### src/rtl/spi_slave_pico_if.sv
// PicoRV32-style memory bus bundle for spi_slave_pico.
//   master modport: CPU/interconnect side (drives request, receives response)
//   slave  modport: peripheral side (samples request, drives response)
//   addr/wdata/wen/mem_valid : request
//   mem_ready                : OR of other devices' ready (suppresses response)
//   mem_port_ready/rdata     : one-cycle response pulse and read data
interface spi_slave_pico_if;
  logic [31:0] addr;
  logic [31:0] wdata;
  logic        wen;
  logic        mem_valid;
  logic        mem_ready;
  logic        mem_port_ready;
  logic [31:0] rdata;

  modport master (
    output addr, wdata, wen, mem_valid, mem_ready,
    input  mem_port_ready, rdata
  );

  modport slave (
    input  addr, wdata, wen, mem_valid, mem_ready,
    output mem_port_ready, rdata
  );
endinterface

### src/rtl/spi_slave_pico.sv
// SPI responder (mode 0, MSB first) on the PicoRV32 memory bus.
// All SPI pins are oversampled in the clk domain; no SCLK-clocked logic.
//   clk, reset      : system clock, async active-high reset
//   bus (slave)     : DATA at ADDR (wr: tx byte, rd: rx byte), STATUS at ADDR+4
//                     STATUS = {cs_active, overrun, tx_empty, rx_valid}
//   spi_sclk/cs_n/mosi : asynchronous SPI inputs
//   spi_miso, spi_miso_oe : serial out and pad enable (high while selected)
//   irq             : level, mirrors rx_valid
module spi_slave_pico #(
  parameter logic [31:0] ADDR  = 32'h0000_0000,
  parameter int          WIDTH = 8
) (
  input  logic               clk,
  input  logic               reset,
  spi_slave_pico_if.slave    bus,
  input  logic               spi_sclk,
  input  logic               spi_cs_n,
  input  logic               spi_mosi,
  output logic               spi_miso,
  output logic               spi_miso_oe,
  output logic               irq
);

  localparam int CW = $clog2(WIDTH + 1);

  typedef enum logic [1:0] {IDLE, LOAD, SHIFT} state_t;

  state_t             state_q, state_d;
  // [0],[1] synchroniser, [2] previous value for edge detection
  logic [2:0]         sclk_sync_q, sclk_sync_d;
  logic [2:0]         cs_sync_q, cs_sync_d;
  logic [2:0]         mosi_sync_q, mosi_sync_d;
  logic [WIDTH-1:0]   tx_hold_q, tx_hold_d;
  logic               tx_empty_q, tx_empty_d;
  logic [WIDTH-1:0]   tx_shift_q, tx_shift_d;
  logic [WIDTH-1:0]   rx_shift_q, rx_shift_d;
  logic [WIDTH-1:0]   rx_data_q, rx_data_d;
  logic               rx_valid_q, rx_valid_d;
  logic               overrun_q, overrun_d;
  logic [CW-1:0]      bit_cnt_q, bit_cnt_d;
  logic               reload_q, reload_d;
  logic               miso_q, miso_d;
  logic               mem_port_ready_q, mem_port_ready_d;
  logic [31:0]        rdata_q, rdata_d;

  logic               sclk_rise, sclk_fall, cs_fall;
  logic               hit_data, hit_stat, accept;
  logic               rd_data, wr_data, rd_stat;
  logic               word_done;
  logic [WIDTH-1:0]   load_val;
  logic [WIDTH-1:0]   rx_next;

  assign sclk_rise = sclk_sync_q[1] & ~sclk_sync_q[2];
  assign sclk_fall = ~sclk_sync_q[1] & sclk_sync_q[2];
  assign cs_fall   = ~cs_sync_q[1] & cs_sync_q[2];

  assign hit_data = (bus.addr == ADDR);
  assign hit_stat = (bus.addr == ADDR + 32'd4);
  assign accept   = bus.mem_valid && (hit_data || hit_stat) &&
                    !bus.mem_ready && !mem_port_ready_q;
  assign rd_data  = accept && hit_data && !bus.wen;
  assign wr_data  = accept && hit_data &&  bus.wen;
  assign rd_stat  = accept && hit_stat && !bus.wen;

  // Underrun sends zeros; always decided from pre-write state
  assign load_val = tx_empty_q ? '0 : tx_hold_q;
  assign rx_next  = {rx_shift_q[WIDTH-2:0], mosi_sync_q[1]};

  always_comb begin
    state_d          = state_q;
    sclk_sync_d      = {sclk_sync_q[1:0], spi_sclk};
    cs_sync_d        = {cs_sync_q[1:0], spi_cs_n};
    mosi_sync_d      = {mosi_sync_q[1:0], spi_mosi};
    tx_hold_d        = tx_hold_q;
    tx_empty_d       = tx_empty_q;
    tx_shift_d       = tx_shift_q;
    rx_shift_d       = rx_shift_q;
    rx_data_d        = rx_data_q;
    rx_valid_d       = rx_valid_q;
    overrun_d        = overrun_q;
    bit_cnt_d        = bit_cnt_q;
    reload_d         = reload_q;
    miso_d           = miso_q;
    word_done        = 1'b0;
    mem_port_ready_d = accept;
    rdata_d          = '0;

    case (state_q)
      IDLE: begin
        miso_d    = 1'b0;
        bit_cnt_d = '0;
        reload_d  = 1'b0;
        if (cs_fall) state_d = LOAD;
      end
      LOAD: begin
        tx_shift_d = load_val;
        tx_empty_d = 1'b1;
        bit_cnt_d  = '0;
        reload_d   = 1'b0;
        miso_d     = load_val[WIDTH-1];
        state_d    = SHIFT;
      end
      SHIFT: begin
        if (cs_sync_q[1]) begin
          // Deselect: drop any partial word
          state_d   = IDLE;
          bit_cnt_d = '0;
          reload_d  = 1'b0;
          miso_d    = 1'b0;
        end else begin
          if (sclk_rise) begin
            rx_shift_d = rx_next;
            if (bit_cnt_q == CW'(WIDTH - 1)) begin
              word_done = 1'b1;
              rx_data_d = rx_next;
              bit_cnt_d = '0;
              reload_d  = 1'b1;
            end else begin
              bit_cnt_d = bit_cnt_q + 1'b1;
            end
          end
          if (sclk_fall) begin
            if (reload_q) begin
              tx_shift_d = load_val;
              tx_empty_d = 1'b1;
              reload_d   = 1'b0;
            end else begin
              tx_shift_d = tx_shift_q << 1;
            end
          end
          // MISO follows the shifter one cycle later: 4-cycle fall-to-bit
          miso_d = tx_shift_q[WIDTH-1];
        end
      end
      default: state_d = IDLE;
    endcase

    // A completed word wins over a coincident read: read returns old data
    if (word_done) begin
      rx_valid_d = 1'b1;
      overrun_d  = rd_data ? 1'b0 : (overrun_q | rx_valid_q);
    end else if (rd_data) begin
      rx_valid_d = 1'b0;
      overrun_d  = 1'b0;
    end

    // Write lands after any load this cycle, so tx_empty ends up 0
    if (wr_data) begin
      tx_hold_d  = bus.wdata[WIDTH-1:0];
      tx_empty_d = 1'b0;
    end

    if (rd_data) rdata_d = 32'(rx_data_q);
    if (rd_stat) rdata_d = {28'd0, (state_q != IDLE), overrun_q, tx_empty_q, rx_valid_q};
  end

  always_ff @(posedge clk or posedge reset) begin
    if (reset) begin
      state_q          <= IDLE;
      sclk_sync_q      <= '0;
      // CS history resets to "low" so a CS already asserted at release
      // produces no falling edge
      cs_sync_q        <= '0;
      mosi_sync_q      <= '0;
      tx_hold_q        <= '0;
      tx_empty_q       <= 1'b1;
      tx_shift_q       <= '0;
      rx_shift_q       <= '0;
      rx_data_q        <= '0;
      rx_valid_q       <= 1'b0;
      overrun_q        <= 1'b0;
      bit_cnt_q        <= '0;
      reload_q         <= 1'b0;
      miso_q           <= 1'b0;
      mem_port_ready_q <= 1'b0;
      rdata_q          <= '0;
    end else begin
      state_q          <= state_d;
      sclk_sync_q      <= sclk_sync_d;
      cs_sync_q        <= cs_sync_d;
      mosi_sync_q      <= mosi_sync_d;
      tx_hold_q        <= tx_hold_d;
      tx_empty_q       <= tx_empty_d;
      tx_shift_q       <= tx_shift_d;
      rx_shift_q       <= rx_shift_d;
      rx_data_q        <= rx_data_d;
      rx_valid_q       <= rx_valid_d;
      overrun_q        <= overrun_d;
      bit_cnt_q        <= bit_cnt_d;
      reload_q         <= reload_d;
      miso_q           <= miso_d;
      mem_port_ready_q <= mem_port_ready_d;
      rdata_q          <= rdata_d;
    end
  end

  assign bus.mem_port_ready = mem_port_ready_q;
  assign bus.rdata          = rdata_q;
  assign spi_miso           = miso_q;
  assign spi_miso_oe        = (state_q == SHIFT);
  assign irq                = rx_valid_q;

endmodule

### src/flat_wrapper.sv
// flat-port wrapper written by rule: the top's interface ports become plain ports
module spi_slave_pico_flat 
#(
  parameter logic [31:0] ADDR  = 32'h0000_0000,
  parameter int          WIDTH = 8
)
  (clk, reset, spi_sclk, spi_cs_n, spi_mosi, spi_miso, spi_miso_oe, irq, bus_addr, bus_wdata, bus_wen, bus_mem_valid, bus_mem_ready, bus_mem_port_ready, bus_rdata);
  spi_slave_pico_if bus_i ();
  input  logic clk;
  input  logic reset;
  input  logic spi_sclk;
  input  logic spi_cs_n;
  input  logic spi_mosi;
  output logic spi_miso;
  output logic spi_miso_oe;
  output logic irq;
  input wire logic [$bits(bus_i.addr)-1:0] bus_addr;
  input wire logic [$bits(bus_i.wdata)-1:0] bus_wdata;
  input wire logic [$bits(bus_i.wen)-1:0] bus_wen;
  input wire logic [$bits(bus_i.mem_valid)-1:0] bus_mem_valid;
  input wire logic [$bits(bus_i.mem_ready)-1:0] bus_mem_ready;
  output wire logic [$bits(bus_i.mem_port_ready)-1:0] bus_mem_port_ready;
  output wire logic [$bits(bus_i.rdata)-1:0] bus_rdata;
  assign bus_i.addr = bus_addr;
  assign bus_i.wdata = bus_wdata;
  assign bus_i.wen = bus_wen;
  assign bus_i.mem_valid = bus_mem_valid;
  assign bus_i.mem_ready = bus_mem_ready;
  assign bus_mem_port_ready = bus_i.mem_port_ready;
  assign bus_rdata = bus_i.rdata;
  spi_slave_pico #(.ADDR(ADDR), .WIDTH(WIDTH)) u_core (.clk(clk), .reset(reset), .bus(bus_i), .spi_sclk(spi_sclk), .spi_cs_n(spi_cs_n), .spi_mosi(spi_mosi), .spi_miso(spi_miso), .spi_miso_oe(spi_miso_oe), .irq(irq));
endmodule
### config.mk
export PLATFORM = sky130hd
export DESIGN_NAME = spi_slave_pico_flat
export DESIGN_NICKNAME = d
export VERILOG_FILES = /design/src/rtl/spi_slave_pico_if.sv /design/src/rtl/spi_slave_pico.sv /design/src/flat_wrapper.sv
export SDC_FILE = /design/constraint.sdc
export NUM_CORES = 1
export LEC_CHECK = 0
export CAP_MARGIN = 20
export CORE_ASPECT_RATIO = 1.2
export CORE_UTILIZATION = 45
export CTS_BUF_LIST = sky130_fd_sc_hd__clkbuf_4 sky130_fd_sc_hd__clkbuf_8
export DETAILED_ROUTE_END_ITERATION = 8
export GPL_ROUTABILITY_DRIVEN = 0
export PLACE_DENSITY = 0.94
export SYNTH_ARGS = -nofsm -noshare
export SYNTH_HDL_FRONTEND = slang
export SYNTH_SLANG_ARGS = --single-unit
export TNS_END_PERCENT = 1
### constraint.sdc
create_clock -name clk -period 2.5 [get_ports clk]
set_input_delay 0.375 -clock clk [delete_from_list [all_inputs] [get_ports clk]]
set_output_delay 0.375 -clock clk [all_outputs]
set_load 0.05 [all_outputs]
**Word level (Yosys, flattened, before mapping)**

Cells that the tools add are included.

- Logic and storage cells: 98
- Bits in registers: 59

- Bitwise operators: 7
- Reductions and logical operators: 27
- Mux-type cells: 35
- Add/sub/neg operators: 1
- Equality and inequality tests: 12

Operators with widths:

| kind | count |
|---|---|
| 2-to-1 mux 8 bit | 6 |
| == test 32 x 3 -> 1 bit, second input constant | 1 |
| zero test 32 bit | 1 |
| 2-to-1 mux 1 bit | 18 |
| one-hot mux 8 bit (2 select lines) | 1 |
| 2-to-1 mux 4 bit | 3 |
| inequality test 3 x 1 -> 1 bit, second input constant | 3 |
| logical AND 1 bit | 8 |
| one-hot mux 4 bit (2 select lines) | 1 |
| AND reduction 4 bit | 2 |
| nonzero test 2 bit | 4 |
| inequality test 2 x 1 -> 1 bit, second input constant | 3 |
| one-hot mux 2 bit (3 select lines) | 1 |
| AND reduction 3 bit | 2 |
| nonzero test 3 bit | 2 |
| adder 4 x 1 -> 4 bit, second input constant | 1 |
| == test 4 x 3 -> 1 bit, second input constant | 1 |
| 2-to-1 mux 2 bit | 2 |
| one-hot mux 1 bit (2 select lines) | 2 |
| AND reduction 2 bit | 2 |
| AND 1 bit | 3 |
| zero test 1 bit | 3 |
| inequality test 3 bit, second input constant | 1 |
| NOT 1 bit | 3 |
| other kinds (8) | 8 |

**Depth between registers and ports, before layout**

Gate-level depths: netlist of the first run.

- Depth in word-level cells: 9
- Depth in mapped cells: 7
- Mapped depth without buffers: 6

**Worst setup path after synthesis of the first run**

OpenSTA, ideal clock, no wires.

- Path kind: reg2reg
- From: reg u_core.state_q[0]
- To: reg u_core.rx_data_q[0]
- Clock period less this slack: 2.316 ns
- Arrival time: 2.191 ns
- Stages on the path, launching flop included: 6
- Buffers on the path: 0
- Slack: 0.184 ns
- Setup time: 0.125 ns
- Required time: 2.375 ns
- Cells stage by stage: dfrtp_1 > inv_1 > ha_1 > nand2b_1 > nor4_4 > mux2_2

- Cells in the longest elaborated chain, start to end: 2

RTL lines:

| item | line | text |
|---|---|---|
| start, declared | spi_slave_pico.sv:28 | `state_t state_q, state_d;` |
| start signal, assigned | spi_slave_pico.sv:178 | `state_q <= state_d;` |
| == test 2 bit | - |  |
| named net spi_miso_oe | flat_wrapper.sv:15 | `output logic spi_miso_oe;` |
| AND reduction 4 bit (no source line) | - |  |
| end signal, assigned | spi_slave_pico.sv:186 | `rx_data_q <= rx_data_d;` |
| end, declared | spi_slave_pico.sv:37 | `logic [WIDTH-1:0] rx_data_q, rx_data_d;` |

The timed path passes the listed nets, and every way through them passes these cells.
A chain may end at the register's enable or synchronous reset.

**Worst setup path after layout of the first run**

- From: reg u_core.state_q[0]
- To: out spi_miso_oe

- Cells in the longest elaborated chain, start to end: 1

RTL lines:

| item | line | text |
|---|---|---|
| == test 2 bit | spi_slave_pico.sv:200 | `assign spi_miso_oe = (state_q == SHIFT);` |
| end, declared | flat_wrapper.sv:15 |  |

No other way between the ends.

==> results of run 1 <==
sequential cells by signal, indices dropped and copies added, names as in the netlist, 3 cells and up:
| name | count |
|---|---|
| u_core.rx_data_q | 8 |
| u_core.tx_hold_q | 8 |
| u_core.cs_sync_q | 3 |
| u_core.sclk_sync_q | 3 |
| u_core.rx_shift_q | 7 |
| u_core.bus.rdata | 8 |
| u_core.tx_shift_q | 8 |
| u_core.bit_cnt_q | 4 |
cell type report:
type	instances	area [sq um]
Clock buffer	14	174
Sequential cell	59	1480
Tap cell	80	100
Multi-Input combinational cell	154	1050
Fill cell	448	2180
Inverter	11	41.3
Timing Repair Buffer	67	663
Clock inverter	2	12.5
per-layer routing:
metal  GRT usage  vias to the layer above  wire, microns
met2       0.325                       51           2810
met4       0.128                        0            159
met1       0.204                      924           2120
met3      0.0640                       15            236
li1            -                      892              -
met5           0                        -              0
per-stage QoR:
step | hold WS, ns | std cells | instance area, sq um | setup WS, ns
final | 0.348 | 387 | 3520 | 0.119
after global routing | 0.354 | 387 | 3520 | 0.00599
after CTS | 0.350 | 387 | 3520 | 0.0979
after detailed placement | 0.335 | 371 | 3340 | 0.195
after global placement | 0.334 | 371 | 3340 | 0.239
after floorplan | 0.331 | 252 | 2770 | 0.184
worst max-delay path by stage:
stage / startpoint / slack [ns] / endpoint
finish: u_core.state_q[0] / 0.12 / spi_miso_oe
CTS: u_core.state_q[0] / 0.1 / spi_miso_oe
global placement: bus_addr[5] / 0.24 / u_core.tx_hold_q[4]
global route: u_core.state_q[0] / 0.006 / spi_miso_oe
detailed placement: bus_addr[5] / 0.20 / u_core.tx_hold_q[5]
floorplan: u_core.state_q[0] / 0.18 / u_core.rx_data_q[0]
worst max-delay path, stage by stage (launching register included):
cell,delay (ns)
dfrtp_1,0.42
inv_1,0.09
ha_1,0.31
clkdlybuf4s50_1,0.86
placed cells by master (no fill, tap or decap), types with 10 or more instances in the layout:
cell	netlist	layout
a21oi_1	13	13
conb_1	1	24
clkbuf_8	0	11
o21ai_0	10	10
clkdlybuf4s50_1	0	59
inv_1	11	10
nand2_1	12	12
dfrtp_1	58	58
mux2_2	24	24
logic make-up after synthesis:
family,count (synthesis),synth area share
xor gates and xnor gates,2,0.00653
DFF,59,0.551
buffers and inverters,39,0.0882
other,1,0.00140
and+or+nand+nor,62,0.142
AOI/OAI and AO/OA,33,0.0723
muxes,28,0.116
adders and majority gates,5,0.0233
power groups by stage:
stage          Combinational [uW]  Clock [uW]  Sequential [uW]
5_1_grt                       580         870             1050
6_report                      528         802             1040
4_1_cts                       530         821             1040
3_5_place_dp                  525           0             1060
3_3_place_gp                  506           0             1050
2_1_floorplan                 387           0             1040
==> impl_results.md, run 1 <==
* Seq pwr share at 0.439
* H-tree Lvls at 3
* Vias in the first global route at 1945
* Status: finished, final reports clean
* Final WL at 5.33 mm
* YS warnings at 0
* Sink Count at 59
* Worst R2R Start: u_core.state_q[0]
* Synth top area share at 0.541
* Initial core utilization at 0.470
* Post-synthesis register bit count at 59
* Distinct cell type count after synthesis at 37
* Most used DFF post-synth: dfrtp_1
* Minimum clock period at 2.38 ns
* Cts repair resizes at 0
* Die Height at 86.6 microns
* Actual slew at the worst max-slew pin at 0.524 ns
* First-pass GRT wire length at 8.85 mm
* Period utilization at 0.953
* Layout cell share with drive strength beyond 1 at 0.176
* Worst setup path class: reg2out
* Total track usage at 0.193
* I/O Buffers at 59
* Sw Ratio at 0.306
* Top post-synthesis cells by count: dfrtp_1, buf_4, mux2_2
* Synth Instances at 229
* Inserted Diodes at 0
* Post-DRT Antenna Nets at 0
* Startpoint types: flop
* DR pass1 iterations at 4
* P_sw at 726 uW
* Relative slew slack at 0.650
* Endpoints failing hold at 0
* Fmax at 420 MHz
* Top area cells in the synthesized netlist: dfrtp_1, mux2_2, buf_4
* Clock skew at 0.00521 ns
* Layout area overhead at 31.3%
* CTS Hold Buffers Added at 0
* R2R depth at 6
* CTS tree: yes
* Residual DRC count at 0
* Max-cap violations at 0
* FP Rows at 30
* Worst Path Arrival at 2.01 ns
* Post-CTS setup buffers at 0
* Reg2reg setup slack at 0.49 ns
* Util after Layout at 0.618
* Hold endpoint: u_core.sclk_sync_q[1]
* DR vias at 1882
* Most common cell in the netlist: dfrtp_1
* Clock Tree Buf Depth at 2
* Clock Power Share at 0.338
* Combinational power share at 0.223
* Starting DRT DRC Count at 65
* Int Power at 1650 uW
* Worst-path fanout max at 8
* Design Power at 2370 uW
* Worst-Skew Late Latency at 0.33 ns
* Worst R2R End: u_core.rx_data_q[2]
* Largest net degree at the start of global routing at 60
* Grt total ovfl at 0
* Ys async rst share at 1.00
* Hold crit path type: reg2reg
* Root buf cell: clkbuf_8
* Register area share after synthesis at 0.551
* Fin nets at 379
* Worst Hold Launch: u_core.sclk_sync_q[0]
* I/O pin count at 108
* Initial antenna violation count at 0
* DR WL/cell at 13.8 microns
* TritonCTS buffer count at 9
* Die ar. at 0.00628 sq mm
* PD cells at 673 mW/mm^2
* DP HPWL at 3.89 mm
* Clk slew on worst S/H paths at 0.06 ns
* Core area at 0.00571 sq mm
* RSZ-0062 raised after global routing: no
* Post-synth EDFFs at 0
* CP Capture Type: output pin
* Hold Path Depth at 0
* Total negative slack at 0 ns
* Die Wd at 72.5 microns
* Syn Area/Cell at 11.7 sq um
* Dominant cell type by area after synthesis: dfrtp_1
* Final setup violating endpoints at 0
* Max VDD drop at 0.254 mV
* Via-per-instance ratio at 4.86
* Max Slew Vio Count at 0
* Leak at 0.00163 uW
* Cell area after synthesis at 0.00268 sq mm
* Data required, critical path at 2.12 ns
(Power assumes the default switching activity.)
==> run 2, diff against run 1 <==
- CORE_ASPECT_RATIO: 1.2 -> 1.4
- CORE_MARGIN: not set -> 2
==> run 2 against run 1 <==
  * Utilization decreased by 1.3 points
  * Clock skew increased by 0.0017 ns
  * Register-to-register slack got worse by 0.09 ns
  * Cell count decreased by 2.6%
  * Clock power decreased by 1%
  * Critical endpoint unchanged
  * Largest power group unchanged
==> impl_results.md, run 2 (synthesis results as in run 1) <==
* Status: finished, final reports clean
* Relative slew slack at 0.640 (-0.00960)
* PD cells at 673 mW/mm^2 (about the same)
* Clk slew on worst S/H paths at 0.06 ns (about the same)
* Worst setup path class: reg2out
* Cts repair resizes at 0 (unchanged)
* Largest net degree at the start of global routing at 36 (-40%)
* Inserted Diodes at 0 (unchanged)
* Delay of the slowest critical-path stage at 0.86 ns (about the same)
* Initial core utilization at 0.461 (-0.00940)
* Commonest non-fill, non-tap cell in the layout: clkdlybuf4s50_1
* Startpoint types: flop
* CTS tree: yes
* Worst-path fanout max at 8 (unchanged)
* Initial antenna violation count at 0 (unchanged)
* Fmax at 414 MHz (-1.4%)
* Total track usage at 0.176 (-0.0165)
* Sink Count at 59 (unchanged)
* DR vias at 1916 (+1.8%)
* Residual DRC count at 0 (unchanged)
* Max-cap violations at 0 (unchanged)
* Root buf cell: clkbuf_8
* CP Capture Type: output pin
* Vias in the first global route at 2023 (+4.0%)
* Final setup violating endpoints at 0 (unchanged)
* DR pass1 iterations at 4 (unchanged)
* CTS Hold Buffers Added at 0 (unchanged)
* Worst Path Arrival at 2.04 ns (+0.03 ns)
* Layout area overhead at 31.3% (about the same)
* Leak at 0.00163 uW (+0.40%)
* DP HPWL at 4.06 mm (+4.4%)
* Data required, critical path at 2.12 ns (about the same)
* Hold WS at 0.348 ns (-0.000791 ns)
* Starting DRT DRC Count at 131 (+100%)
* Die Height at 95.4 microns (+10%)
* I/O pin count at 108 (unchanged)
* RSZ-0062 raised after global routing: no
* FP Rows at 33 (+10%)
* Clock skew at 0.00690 ns (+0.00169 ns)
* Via-per-instance ratio at 5.08 (+4.5%)
* Max Slew Vio Count at 0 (unchanged)
* Die ar. at 0.00660 sq mm (+5.2%)
* Total negative slack at 0 ns (unchanged)
* TritonCTS buffer count at 9 (unchanged)
* DR WL/cell at 14.5 microns (+5.4%)
* Core area at 0.00582 sq mm (+2.0%)
* Die Wd at 69.3 microns (-4.4%)
* Critical path, cell by cell: inv_1 > ha_1 > clkdlybuf4s50_1
* Grt total ovfl at 0 (unchanged)
* I/O Buffers at 59 (unchanged)
* Period utilization at 0.966 (+0.0135)
* H-tree Lvls at 3 (unchanged)
* Post-CTS setup buffers at 0 (unchanged)
* Max VDD drop at 0.324 mV (+27%)
* Endpoints failing hold at 0 (unchanged)
* Slowest CP cell: clkdlybuf4s50_1
* Post-route insts no fill at 377 (-2.6%)
* Commonest non-fill, non-tap cells in the layout: clkdlybuf4s50_1, dfrtp_1, mux2_2, conb_1, a21oi_1
* Final WL at 5.47 mm (+2.6%)
* Actual slew at the worst max-slew pin at 0.539 ns (+0.0153 ns)
* Hold crit path type: reg2reg
* Layout cell share with drive strength beyond 1 at 0.176 (unchanged)
* Fin nets at 379 (unchanged)
* Placed cell count at 361 (-2.7%)
* Minimum clock period at 2.42 ns (+0.0339 ns)
* Post-DRT Antenna Nets at 0 (unchanged)
* Worst-Skew Late Latency at 0.33 ns (about the same)
* First-pass GRT wire length at 8.99 mm (+1.6%)
* Clock Tree Buf Depth at 2 (unchanged)
-- run 2: changes by cell type in the layout (fill, tap and decap cells not counted), sizes merged --
| cell | change |
|---|---|
| clkinv | +1 |
| clkinvlp | -1 |
-- run 2: worst max-delay path: cells and delay by family (launching register included) --
family | cells | cell delay (ns)
buffers and inverters | 2 | 0.97
flip-flops | 1 | 0.42
adder cells (fa/ha/maj) | 1 | 0.32
-- run 2: per-stage QoR --
step           cell area [sq um]  utilization  total power, uW  worst slack [ns]
2_1_floorplan               2770            -             1430             0.184
3_3_place_gp                3340        0.573             1560             0.166
3_5_place_dp                3340        0.573             1590             0.202
4_1_cts                     3520        0.605             2380            0.0714
5_1_grt                     3520        0.605             2490            0.0186
6_report                    3520        0.605             2370            0.0849
-- run 2: final timing paths --
kind	from	end	slack (ns)	depth (start not counted)
setup / recovery	u_core.state_q[0]	spi_miso_oe	0.08	3
hold / removal	u_core.cs_sync_q[0]	u_core.cs_sync_q[1]	0.35	0
setup reg to reg	u_core.state_q[0]	u_core.rx_data_q[7]	0.40	6
hold reg to reg	u_core.cs_sync_q[0]	u_core.cs_sync_q[1]	0.35	0
max in group asynchronous	reset	u_core.bus.rdata[7]	1.52	3
min in group asynchronous	reset	u_core.tx_shift_q[6]	0.41	2
-- run 2: cell type report --
type / instances / area, sq um
well taps: 70 / 87.6
flip-flops and latches: 59 / 1480
repair buffers: 67 / 676
clock buffers: 14 / 174
inverters: 11 / 41.3
multi-input cells: 154 / 1050
clock inverters: 2 / 10.0
fillers: 469 / 2300
-- run 2: where the power goes --
part	switching, uW	leakage (uW)	internal, uW
registers	40.5	0.000787	1000
clock network	347	0.000101	444
logic	338	0.000745	199
-- run 2: metal layers --
metal	track usage	wire length [microns]	up-vias
met4	0.0931	104	0
met2	0.331	3090	72
met5	0	0	-
met3	0.0560	312	10
met1	0.172	1960	938
li1	-	-	896
==> run 3, diff against run 2 <==
- ABC_AREA: not set -> 1
- CORE_MARGIN: 2 -> not set
- CORE_UTILIZATION: 45 -> 40
- PLACE_DENSITY: 0.94 -> 0.85
==> run 3 against run 2 <==
  * First-iteration DRC count is 15% lower
  * Critical path depth stayed put
  * Maximum frequency is 3.6% higher
  * Die area is 12% higher
  * Largest cell class unchanged
==> impl_results.md, run 3 <==
* Status: finished, final reports clean
* I/O Buffers at 59 (unchanged)
* Hold endpoint: u_core.mosi_sync_q[1]
* Top post-synthesis cells by count: nand2_1, dfrtp_1, nor2_1
* Residual DRC count at 0 (unchanged)
* Reg2reg setup slack at 0.66 ns (+0.26 ns)
* Synth Instances at 323 (+41%)
* Fmax at 429 MHz (+3.6%)
* Max-cap violations at 0 (unchanged)
* Most common cell in the netlist: nand2_1
* Worst-path fanout max at 5 (-3)
* Worst-Skew Late Latency at 0.33 ns (about the same)
* Core area at 0.00670 sq mm (+15%)
* RSZ-0062 raised after global routing: no
* Top sig layer: met4
* Total negative slack at 0 ns (unchanged)
* R2R depth at 7 (+1)
* FP Rows at 35 (+6.1%)
* Endpoints failing hold at 0 (unchanged)
* PD cells at 688 mW/mm^2 (+2.1%)
* Worst R2R Start: u_core.state_q[0]
* Root buf cell: clkbuf_8
* Max VDD drop at 0.380 mV (+17%)
* Max Slew Vio Count at 0 (unchanged)
* Ys async rst share at 1.00 (unchanged)
* Register area at 0.00148 sq mm (unchanged)
* Cell area after synthesis at 0.00283 sq mm (+5.6%)
* Relative slew slack at 0.645 (+0.00509)
* Minimum clock period at 2.33 ns (-0.0831 ns)
* CTS tree: yes
* CP Capture Type: output pin
* Most used DFF post-synth: dfrtp_1
* Initial antenna violation count at 0 (unchanged)
* Area of the multi-input gates at 0.00110 sq mm (+4.7%)
* H-tree Lvls at 3 (unchanged)
* Grt total ovfl at 0 (unchanged)
* Routed length on met3 at 229 microns (-27%)
* Clk slew on worst S/H paths at 0.06 ns (about the same)
* I/O pin count at 108 (unchanged)
* DR WL/cell at 11.3 microns (-22%)
* Data required, critical path at 2.12 ns (about the same)
* Period utilization at 0.933 (-0.0333)
* Hold crit path type: reg2reg
* Vias in the first global route at 2227 (+10%)
* Commonest non-fill, non-tap cell in the layout: nand2_1
* Met1 WL at 2.12 mm (+8.1%)
* CTS Hold Buffers Added at 0 (unchanged)
* Die Wd at 73.1 microns (+5.6%)
* Hold WS at 0.347 ns (-0.000159 ns)
* Post-DRT Antenna Nets at 0 (unchanged)
* Starting DRT DRC Count at 111 (-15%)
* Inserted Diodes at 0 (unchanged)
* Via-per-instance ratio at 4.52 (-11%)
* Filler cells at 605 (+29%)
* Fin nets at 468 (+23%)
* Syn Area/Cell at 8.77 sq um (-25%)
* Final WL at 5.49 mm (+0.49%)
* DP HPWL at 4.27 mm (+5.3%)
* Die ar. at 0.00743 sq mm (+12%)
* Worst Path Arrival at 1.96 ns (-0.08 ns)
* Final setup violating endpoints at 0 (unchanged)
* First-pass GRT wire length at 9.57 mm (+6.5%)
* Layout area overhead at 28.4%
* Cts repair resizes at 0 (unchanged)
* YS warnings at 0 (unchanged)
* Die Height at 102 microns (+6.5%)
* Startpoint types: flop
* Largest net degree at the start of global routing at 24 (-33%)
* Synth top area share at 0.512 (-0.0287)
* Met2 WL at 3.07 mm (-0.78%)
* Distinct cell type count after synthesis at 29 (-22%)
* Clock Tree Buf Depth at 2 (unchanged)
* Worst R2R End: u_core.rx_data_q[7]
* DR vias at 2208 (+15%)
* Post-synthesis register bit count at 59 (unchanged)
* Slowest CP cell: clkdlybuf4s50_1
* Actual slew at the worst max-slew pin at 0.531 ns (-0.00852 ns)
* Initial core utilization at 0.423 (-0.0380)
* Layout cell share with drive strength beyond 1 at 0.116 (-0.0597)
* Clock skew at 0.00229 ns (-0.00460 ns)
* TritonCTS buffer count at 9 (unchanged)
* Worst setup path class: reg2out
* Register area share after synthesis at 0.522 (-0.0292)
* Dominant cell type by area after synthesis: dfrtp_1
* Post-CTS setup buffers at 0 (unchanged)
* Total track usage at 0.170 (-0.00592)
* DR pass1 iterations at 4 (unchanged)
* Delay of the slowest critical-path stage at 0.84 ns (-0.02 ns)
* Top area cells in the synthesized netlist: dfrtp_1, nand2_1, buf_4
* Leak at 0.00172 uW (+5.2%)
* Post-synth EDFFs at 0 (unchanged)
* Sink Count at 59 (unchanged)
* Critical path, cell by cell: inv_1 > ha_1 > clkdlybuf4s50_1
* Worst Hold Launch: u_core.mosi_sync_q[0]
* Commonest non-fill, non-tap cells in the layout: nand2_1, clkdlybuf4s50_1, dfrtp_1, nor2_1, inv_1
* Hold Path Depth at 0 (unchanged)
run 3: cell types whose count changed in the layout (fill, tap and decap cells not counted), moves of 5 or more:
cell | previous run | this run
nor2_2 | 0 | 5
nand2_1 | 12 | 74
o21ai_2 | 0 | 8
nand2b_1 | 5 | 0
o21ai_1 | 1 | 11
a22oi_1 | 0 | 7
nor4_1 | 6 | 0
nor3b_1 | 8 | 0
nand3_1 | 3 | 19
inv_1 | 10 | 29
mux2_2 | 24 | 0
nor2_1 | 8 | 39
a21oi_1 | 13 | 6
run 3: how the worst max path moves through the flow:
stage / endpoint / cells past startpoint / from / slack, ns
6_report: spi_miso_oe / 3 / u_core.state_q[0] / 0.17
5_1_grt: spi_miso_oe / 3 / u_core.state_q[0] / 0.08
4_1_cts: spi_miso_oe / 3 / u_core.state_q[0] / 0.14
3_5_place_dp: spi_miso_oe / 3 / u_core.state_q[0] / 0.52
3_3_place_gp: spi_miso_oe / 3 / u_core.state_q[0] / 0.56
2_1_floorplan: u_core.rx_data_q[0] / 8 / u_core.state_q[0] / 0.58
run 3: cell families after synthesis:
family	after synthesis	share of synthesized area
buffers and inverters	61	0.119
flip-flops	59	0.522
adder cells (fa/ha/maj)	5	0.0221
AND/OR/NAND/NOR	147	0.228
AO/OA/AOI/OAI	50	0.108
other	1	0.00132
run 3: power by group:
part           switching (uW)  internal (uW)  total [uW]
Sequential               30.9           1010        1040
Clock                     353            507         861
Combinational             415            182         597
Total                     799           1700        2500
run 3: area by class of cell:
cell class / count / share of cell area
sequential: 59 / 0.406
multi-input combinational: 226 / 0.304
timing repair buffer: 62 / 0.169
clock buffer: 12 / 0.0420
inverter: 33 / 0.0341
tap: 92 / 0.0316
clock inverter: 4 / 0.0138
run 3: metal layers:
layer / global-route usage / vias up
met3: 0.0557 / 7
met2: 0.306 / 51
met4: 0.0724 / 0
met5: 0 / -
li1: - / 1116
met1: 0.180 / 1034
run 3: metrics by stage:
| step | util | setup slack [ns] | instance area (sq um) | total power (uW) | instances |
|---|---|---|---|---|---|
| 2_1_floorplan | - | 0.578 | 2920 | 1510 | 346 |
| 3_3_place_gp | 0.513 | 0.556 | 3430 | 1630 | 472 |
| 3_5_place_dp | 0.513 | 0.523 | 3430 | 1650 | 472 |
| 4_1_cts | 0.543 | 0.140 | 3640 | 2530 | 488 |
| 5_1_grt | 0.543 | 0.0769 | 3640 | 2640 | 488 |
| 6_report | 0.543 | 0.168 | 3640 | 2500 | 488 |
run 3: critical path, delay by kind of cell, from the launching register on:
family,cells,cell delay (ns)
adder cells (fa/ha/maj),1,0.28
buffers and inverters,2,0.95
flip-flops,1,0.40
